**src/rtl/tiny_nn_ctrl.sv**
```systemverilog
// Command sequencer for the tiny_nn compute core: decodes the data_i stream into parameter-write,
// value-shift, multiply and accumulate controls and serialises core results onto an 8-bit bus.
module tiny_nn_ctrl #(
  parameter int unsigned CountWidth     = 8,
  parameter int unsigned ValArrayWidth  = 4,
  parameter int unsigned ValArrayHeight = 2,
  parameter int unsigned DrainCycles    = 4
) (
  input  logic                              clk_i,
  input  logic                              rst_ni,
  input  logic [15:0]                       data_i,
  input  logic [15:0]                       core_result_i,
  output logic [7:0]                        data_o,
  output logic [ValArrayWidth*ValArrayHeight-1:0] param_write_o,
  output logic [ValArrayHeight-1:0]         val_shift_o,
  output logic [$clog2(ValArrayHeight)-1:0] mul_row_sel_o,
  output logic                              mul_en_o,
  output logic [1:0]                        accumulate_en_o,
  output logic                              acc_loopback_o,
  output logic                              acc_out_relu_o,
  output logic [1:0]                        acc_direct_en_o,
  output logic                              busy_o
);

  localparam int unsigned NumParams = ValArrayWidth * ValArrayHeight;
  localparam int unsigned PhaseW    = $clog2(ValArrayHeight);

  localparam logic [3:0]  CmdOpConvolve   = 4'h1;
  localparam logic [3:0]  CmdOpAccumulate = 4'h2;
  localparam logic [15:0] FPStdNaN        = 16'h7FC0;

  typedef enum logic [2:0] {
    Idle, ParamIn, ConvExec, ConvEnd, BiasIn, AccExec, AccEnd1, AccEnd2
  } state_e;

  state_e                  state_q, state_d;
  logic [PhaseW-1:0]       phase_q, phase_d;
  logic [CountWidth-1:0]   counter_q, counter_d;
  logic [CountWidth-1:0]   start_count_q, start_count_d;
  logic [NumParams-1:0]    param_write_q, param_write_d;
  logic                    relu_q, relu_d;
  logic [7:0]              skid_q, skid_d;

  logic [ValArrayHeight-1:0] row_hit;
  logic [PhaseW-1:0]         phase_next;
  logic [CountWidth-1:0]     cmd_count;
  logic                      in_nan;

  for (genvar r = 0; r < ValArrayHeight; r++) begin : g_row
    assign row_hit[r] = (phase_q == PhaseW'(r));
  end

  assign phase_next = (phase_q == PhaseW'(ValArrayHeight - 1)) ? '0 : phase_q + PhaseW'(1);
  assign cmd_count  = data_i[CountWidth-1:0];
  assign in_nan     = (data_i == FPStdNaN);

  always_ff @(posedge clk_i) begin
    if (!rst_ni) begin
      state_q       <= Idle;
      phase_q       <= '0;
      counter_q     <= '0;
      start_count_q <= '0;
      param_write_q <= '0;
      relu_q        <= 1'b0;
      skid_q        <= '0;
    end else begin
      state_q       <= state_d;
      phase_q       <= phase_d;
      counter_q     <= counter_d;
      start_count_q <= start_count_d;
      param_write_q <= param_write_d;
      relu_q        <= relu_d;
      skid_q        <= skid_d;
    end
  end

  always_comb begin
    state_d         = state_q;
    phase_d         = phase_q;
    counter_d       = counter_q;
    start_count_d   = start_count_q;
    param_write_d   = param_write_q;
    relu_d          = relu_q;
    skid_d          = skid_q;
    data_o          = 8'hFF;
    param_write_o   = '0;
    val_shift_o     = '0;
    mul_row_sel_o   = '0;
    mul_en_o        = 1'b0;
    accumulate_en_o = 2'b00;
    acc_loopback_o  = 1'b0;
    acc_out_relu_o  = 1'b0;
    acc_direct_en_o = 2'b00;
    busy_o          = (state_q != Idle);

    unique case (state_q)
      Idle: begin
        if (data_i[15:12] == CmdOpConvolve) begin
          if (data_i[8]) begin
            state_d = ConvExec;
            phase_d = '0;
          end else begin
            state_d       = ParamIn;
            param_write_d = NumParams'(1);
          end
        end else if (data_i[15:12] == CmdOpAccumulate) begin
          // A zero count would never reload away from zero, so treat it as one.
          start_count_d = (cmd_count == '0) ? CountWidth'(1) : cmd_count;
          counter_d     = CountWidth'(1);
          relu_d        = data_i[8];
          state_d       = BiasIn;
        end
      end

      ParamIn: begin
        param_write_o = param_write_q;
        param_write_d = param_write_q << 1;
        if (param_write_q[NumParams-1]) begin
          state_d = ConvExec;
          phase_d = '0;
        end
      end

      ConvExec, ConvEnd: begin
        val_shift_o        = row_hit;
        mul_row_sel_o      = phase_q;
        mul_en_o           = 1'b1;
        accumulate_en_o[0] = 1'b1;
        accumulate_en_o[1] = (phase_q == PhaseW'(ValArrayHeight - 1));
        phase_d            = phase_next;
        if (phase_q == '0)                data_o = core_result_i[7:0];
        else if (phase_q == PhaseW'(1))   data_o = core_result_i[15:8];
        if (state_q == ConvExec) begin
          if (in_nan) begin
            state_d   = ConvEnd;
            counter_d = CountWidth'(DrainCycles);
          end
        end else if (counter_q != '0) begin
          counter_d = counter_q - CountWidth'(1);
        end else begin
          state_d = Idle;
        end
      end

      BiasIn: begin
        acc_direct_en_o[1] = 1'b1;
        state_d            = AccExec;
      end

      AccExec: begin
        accumulate_en_o[1] = 1'b1;
        acc_direct_en_o[0] = 1'b1;
        // Result cycle: low byte goes out now, high byte is held for the next cycle.
        if (counter_q == '0) begin
          counter_d = start_count_q;
          skid_d    = core_result_i[15:8];
          data_o    = core_result_i[7:0];
        end else begin
          acc_loopback_o = 1'b1;
          acc_out_relu_o = relu_q & (counter_q == CountWidth'(1));
          counter_d      = counter_q - CountWidth'(1);
          data_o         = skid_q;
        end
        if (in_nan) state_d = AccEnd1;
      end

      AccEnd1: begin
        skid_d  = core_result_i[15:8];
        data_o  = core_result_i[7:0];
        state_d = AccEnd2;
      end

      AccEnd2: begin
        data_o  = skid_q;
        state_d = Idle;
      end

      default: state_d = Idle;
    endcase
  end

endmodule

```
**config.mk**
```make
export PLATFORM = sky130hd
export DESIGN_NAME = tiny_nn_ctrl
export DESIGN_NICKNAME = d
export VERILOG_FILES = /design/src/rtl/tiny_nn_ctrl.sv
export SDC_FILE = /design/constraint.sdc
export NUM_CORES = 1
export LEC_CHECK = 0
export ABC_AREA = 1
export CORE_MARGIN = 1
export CORE_UTILIZATION = 49
export CTS_BUF_LIST = sky130_fd_sc_hd__clkbuf_4 sky130_fd_sc_hd__clkbuf_8 sky130_fd_sc_hd__clkbuf_16
export CTS_CLUSTER_SIZE = 25
export DETAILED_ROUTE_END_ITERATION = 8
export PLACE_DENSITY = 0.9
export SLEW_MARGIN = 20
export SYNTH_ARGS = -nofsm -noshare
export SYNTH_HDL_FRONTEND = slang
export SYNTH_SLANG_ARGS = --single-unit
```
**constraint.sdc**
```tcl
create_clock -name clk_i -period 1.9 [get_ports clk_i]
set_input_delay 0.38 -clock clk_i [delete_from_list [all_inputs] [get_ports clk_i]]
set_output_delay 0.38 -clock clk_i [all_outputs]
set_load 0.01 [all_outputs]
```
== Word-level counts from Yosys, hierarchy flattened ==
Cells that the tools add are included.

* Register bits after elaboration: 37
* Bits of input ports: 34
* Logic and storage cells: 92

* $add $sub $neg: 2
* Eq/ne operators: 23
* Muxes and demuxes: 41
* Bitwise gates (word level): 3
* Reduce and logical (&&, ||, !) cells: 16

{| class="wikitable"
|+ Operator list
! operator !! count
|-
| 2-to-1 mux 8 bit || 13
|-
| case mux 8 bit (2 select lines) || 2
|-
| case mux 8 bit (4 select lines) || 1
|-
| case mux 8 bit (3 select lines) || 1
|-
| 2-to-1 mux 3 bit || 7
|-
| case mux 3 bit (7 select lines) || 1
|-
| equality test 16 x 15 -> 1 bit (second input constant) || 1
|-
| logical NOT 8 bit || 2
|-
| inequality test 2 bit (second input constant) || 8
|-
| equality test 3 bit (second input constant) || 4
|-
| 2-to-1 mux 1 bit || 12
|-
| inequality test 3 bit (second input constant) || 4
|-
| AND reduction 5 bit || 2
|-
| nonzero test 3 bit || 3
|-
| equality test 8 x 1 -> 1 bit (second input constant) || 1
|-
| nonzero test 8 bit || 1
|-
| subtractor 8 x 1 -> 8 bit (second input constant) || 1
|-
| equality test 3 x 2 -> 1 bit (second input constant) || 2
|-
| AND reduction 3 bit || 2
|-
| equality test 4 x 1 -> 1 bit (second input constant) || 1
|-
| equality test 4 x 2 -> 1 bit (second input constant) || 1
|-
| 2-to-1 mux 2 bit || 2
|-
| AND reduction 4 bit || 1
|-
| nonzero test 2 bit || 2
|-
| 9 further kinds || 10
|}

== Depth between registers and ports, before layout ==
* Depth in word-level cells: 4
* Gate-level depth with buffers: 11

== Worst setup path before layout ==
Ideal clock, no wire load.

* Kind: register to output
* Start: reg counter_q[0]
* End: out data_o[0]
* Arrival: 1383 ps
* Data required time: 1520 ps
* Slack: 137 ps
* Stages on the path, launching flop included: 11
* Path buffers: 0
* Path through: dfxtp_1 -> inv_1 -> ha_1 -> nand2_1 -> inv_1 -> nand2_1 -> nor2_2 -> inv_1 -> nand3_2 -> nand2_1 -> nand4_1

* Longest elaborated chain between the ends: 3

{| class="wikitable"
|+ Ends and longest elaborated chain
! what !! RTL line !! text
|-
| from (decl) || 38 || <nowiki>logic [CountWidth-1:0] counter_q, counter_d;</nowiki>
|-
| from (signal assigned) || 69 || <nowiki>counter_q <= counter_d;</nowiki>
|-
| logical NOT 8 bit || 154 || <nowiki>if (counter_q == '0) begin</nowiki>
|-
| 2-to-1 mux 8 bit || 154 ||
|-
| case mux 8 bit (4 select lines) || 96 || <nowiki>unique case (state_q)</nowiki>
|-
| to (decl) || 13 || <nowiki>output logic [7:0] data_o,</nowiki>
|}

No other way between the ends.

== Worst setup path after layout ==
* Start: reg counter_q[1]
* End: out data_o[0]

Same word-level chain as after synthesis.

==> flow_summary.toml <==
[outcome]
status = "finished with violations"
failed_checks = "setup timing"

[setup_path]
slowest_delay_ns = 0.32
cp.depth = 11
slowest_stage = "dfxtp_2"
r2r-end = "state_q[1]"
path_max_fanout = 8
r2r_slack_ns = 0.11
r2r_start = "state_q[2]"
cp-end-kind = "output pin"
crit_top_cell = "inv_2"
path_delay_family = "simple AND/OR/NAND/NOR gates"
startpoint = "counter_q[1]"
r2r_cells = 12
crit_chain = "inv_2 > ha_4 > nand2_2 > inv_2 > nand2_4 > nor2_4 > inv_2 > nand3_4 > nand2_1 > nand4_1 > buf_2"
crit_end = "data_o[0]"
critPathBufInv = 4
start_kind = "flop"
critPathArrivalTime_ns = 1.66
path_class = "reg2out"
cp.required_ns = 1.52

[clock_network]
cts-htree-levels = 2
path_clk_slew_ns = 0.07
hold_buffers = 0
cts_root_buf = "clkbuf_8"
cts_buffers = 5
cts_tree = "built"
clock_latency_ns = 0.29
clock_path_buffers = 2
cts_num_sinks = 37

[yosys]
syn_inst = 366
yosysWarnings = 0
synth_area_mm2 = 0.00230
syn_avg_cell_area_um2 = 6.29
synth_ff_type = "dfxtp_1"
yosysUniqueCellTypes = 26
synth_seq_cells = 37
synth_enable_flop_cells = 0
async_flop_share_pct = 0
synth_nets = 402
yosysSeqAreaShare_pct = 32.2

[cells_and_area]
area_growth_pct = 47.5
drive_gt1_share_pct = 26.4
final_cells = 525
layout_common_cells = "nand2_1 (94), buf_4 (55), nor2_1 (52), inv_1 (43), clkdlybuf4s50_1 (33)"
final_common_cell = "nand2_1"
final_nets = 509
antenna_cells = 0
fillers = 284
utilization_pct = 76.4

[sta]
slew_headroom_pct = 64.5
drv_slew = 0
worst_pin_slew_ns = 0.527
setup_violations = 15
fin_tns_setup_ns = -1.06
skew_ns = 0.00574
worst_slack_ns = -0.141
hold_violations = 0
rsz0062_at_grt = "true"
final.min_clock_period_ns = 2.04
fmax_ghz = 0.490
period_share_pct = 107

[global_routing]
track_usage_pct = 29.1
grt_pass1_vias = 2685
grt_max_degree = 17
grt_pass1_wl_mm = 11.6
grt_antenna_before_repair = 0
gr-total-overflow = 0

[drt]
vias = 2762
routedWlPerCell_um = 13.4
drt.antenna.violating_nets = 0
dr.pass1.iters = 5
wl_mm = 7.05
drtIter0Drc = 222
viasPerCell = 5.26
drc_errors = 0

[worst_hold_path]
min_path_type = "reg2reg"

[die]
die_y_um = 70.5
rows = 24
coreArea_mm2 = 0.00444
die_w_um = 70.5
start_util_pct = 51.8
ioPinCount = 61
dieArea_mm2 = 0.00497

[power_and_ir_drop]
p_clk_share_pct = 15.2
switching_share_pct = 41.8
p_sw_w = 0.00157
p_per_area_mw_per_mm2 = 1110
internal_power_w = 0.00219
vdd_drop_max_v = 0.000574
leakagePower_nw = 1.62
comb_power_share_pct = 59.3
share_seq_of_total_power_pct = 25.5

[placement]
place_inst = 511
gp_congestion = 0.908
portBuffers = 60
dp_hpwl_mm = 4.91

[flow_run]
max_cap_viol_count = 0
## through the flow
stage / total power [W] / area, µm² / hold WS [ns] / setup WS (ns)
4_1_cts: 0.00362 / 3340 / 0.446 / -0.116
5_1_grt: 0.00400 / 3390 / 0.460 / -0.190
6_report: 0.00376 / 3390 / 0.451 / -0.141
3_3_place_gp: 0.00286 / 3210 / 0.432 / -0.251
2_1_floorplan: 0.00208 / 2300 / 0.424 / 0.137
3_5_place_dp: 0.00294 / 3210 / 0.435 / -0.343
## synth_stat cells (5+ instances only)
cell | count | share of area [%]
nand3_1 | 14 | 3.0
dfxtp_1 | 37 | 32
nor2_1 | 57 | 9.3
nand4_1 | 12 | 3.3
nand2_1 | 97 | 16
inv_1 | 48 | 7.8
a21oi_1 | 27 | 5.9
o21ai_0 | 23 | 5.0
buf_4 | 11 | 3.6
inv_2 | 5 | 0.82
## cell families (layout without fill, tap and decap cells)
family                   after synthesis  in the layout  share of synthesized area [%]
flip-flops                            37             37                           32.2
AO/OA/AOI/OAI                         54             54                           12.0
buffers and inverters                 72            179                           14.6
AND/OR/NAND/NOR                      199            199                           39.4
XOR/XNOR                               2              2                          0.761
adder cells (fa/ha/maj)                2              2                           1.09
## sequential cells by signal, summed over array words and instances, names as in the netlist
signal,cells
start_count_q,8
phase_q,1
state_q,3
param_write_q,8
skid_q,8
counter_q,8
relu_q,1
## per-layer routing
layer	global-route usage (%)	share of wire, %	up-vias
li1	-	-	1352
met1	32.2	38	1268
met2	54.7	53	123
met3	5.34	5.2	19
met4	11.1	3.2	0
met5	0	0	-
## area by class of cell
cell class	instances	area, µm²	area share, %
clock buffer	7	90.1	2.65
multi-input combinational	257	1290	38.1
sequential	37	749	22.1
inverter	55	206	6.08
tap	52	65.1	1.92
timing repair buffer	117	990	29.2
## power by group through the flow
| stage | clock network, W | registers (W) | logic [W] |
|---|---|---|---|
| 2_1_floorplan | 0 | 0.000962 | 0.00112 |
| 3_3_place_gp | 0 | 0.000953 | 0.00191 |
| 3_5_place_dp | 0 | 0.000957 | 0.00198 |
| 4_1_cts | 0.000575 | 0.000952 | 0.00209 |
| 5_1_grt | 0.000603 | 0.000970 | 0.00243 |
| 6_report | 0.000572 | 0.000959 | 0.00223 |
## tightest hold or removal path, stage by stage (launching register included)
cell     delay (ns)
dfxtp_1        0.31
inv_1          0.05
a21oi_1        0.05
## worst min path at each step
stage                    from   endpoint  slack, ns  depth (start not counted)
global route        skid_q[3]  skid_q[3]       0.46                          2
CTS                 skid_q[3]  skid_q[3]       0.45                          2
floorplan           skid_q[1]  skid_q[1]       0.42                          2
global placement    skid_q[6]  skid_q[6]       0.43                          2
finish              skid_q[3]  skid_q[3]       0.45                          2
detailed placement  skid_q[3]  skid_q[3]       0.44                          2
## what timing repair did
item                                    in CTS  in global routing
endpoints found under the setup margin      27                 23
resized for setup                           93                 14
pin swaps                                    5                  3
buffers inserted                             2                  5
Note: power is estimated with default switching activity, not from simulation.
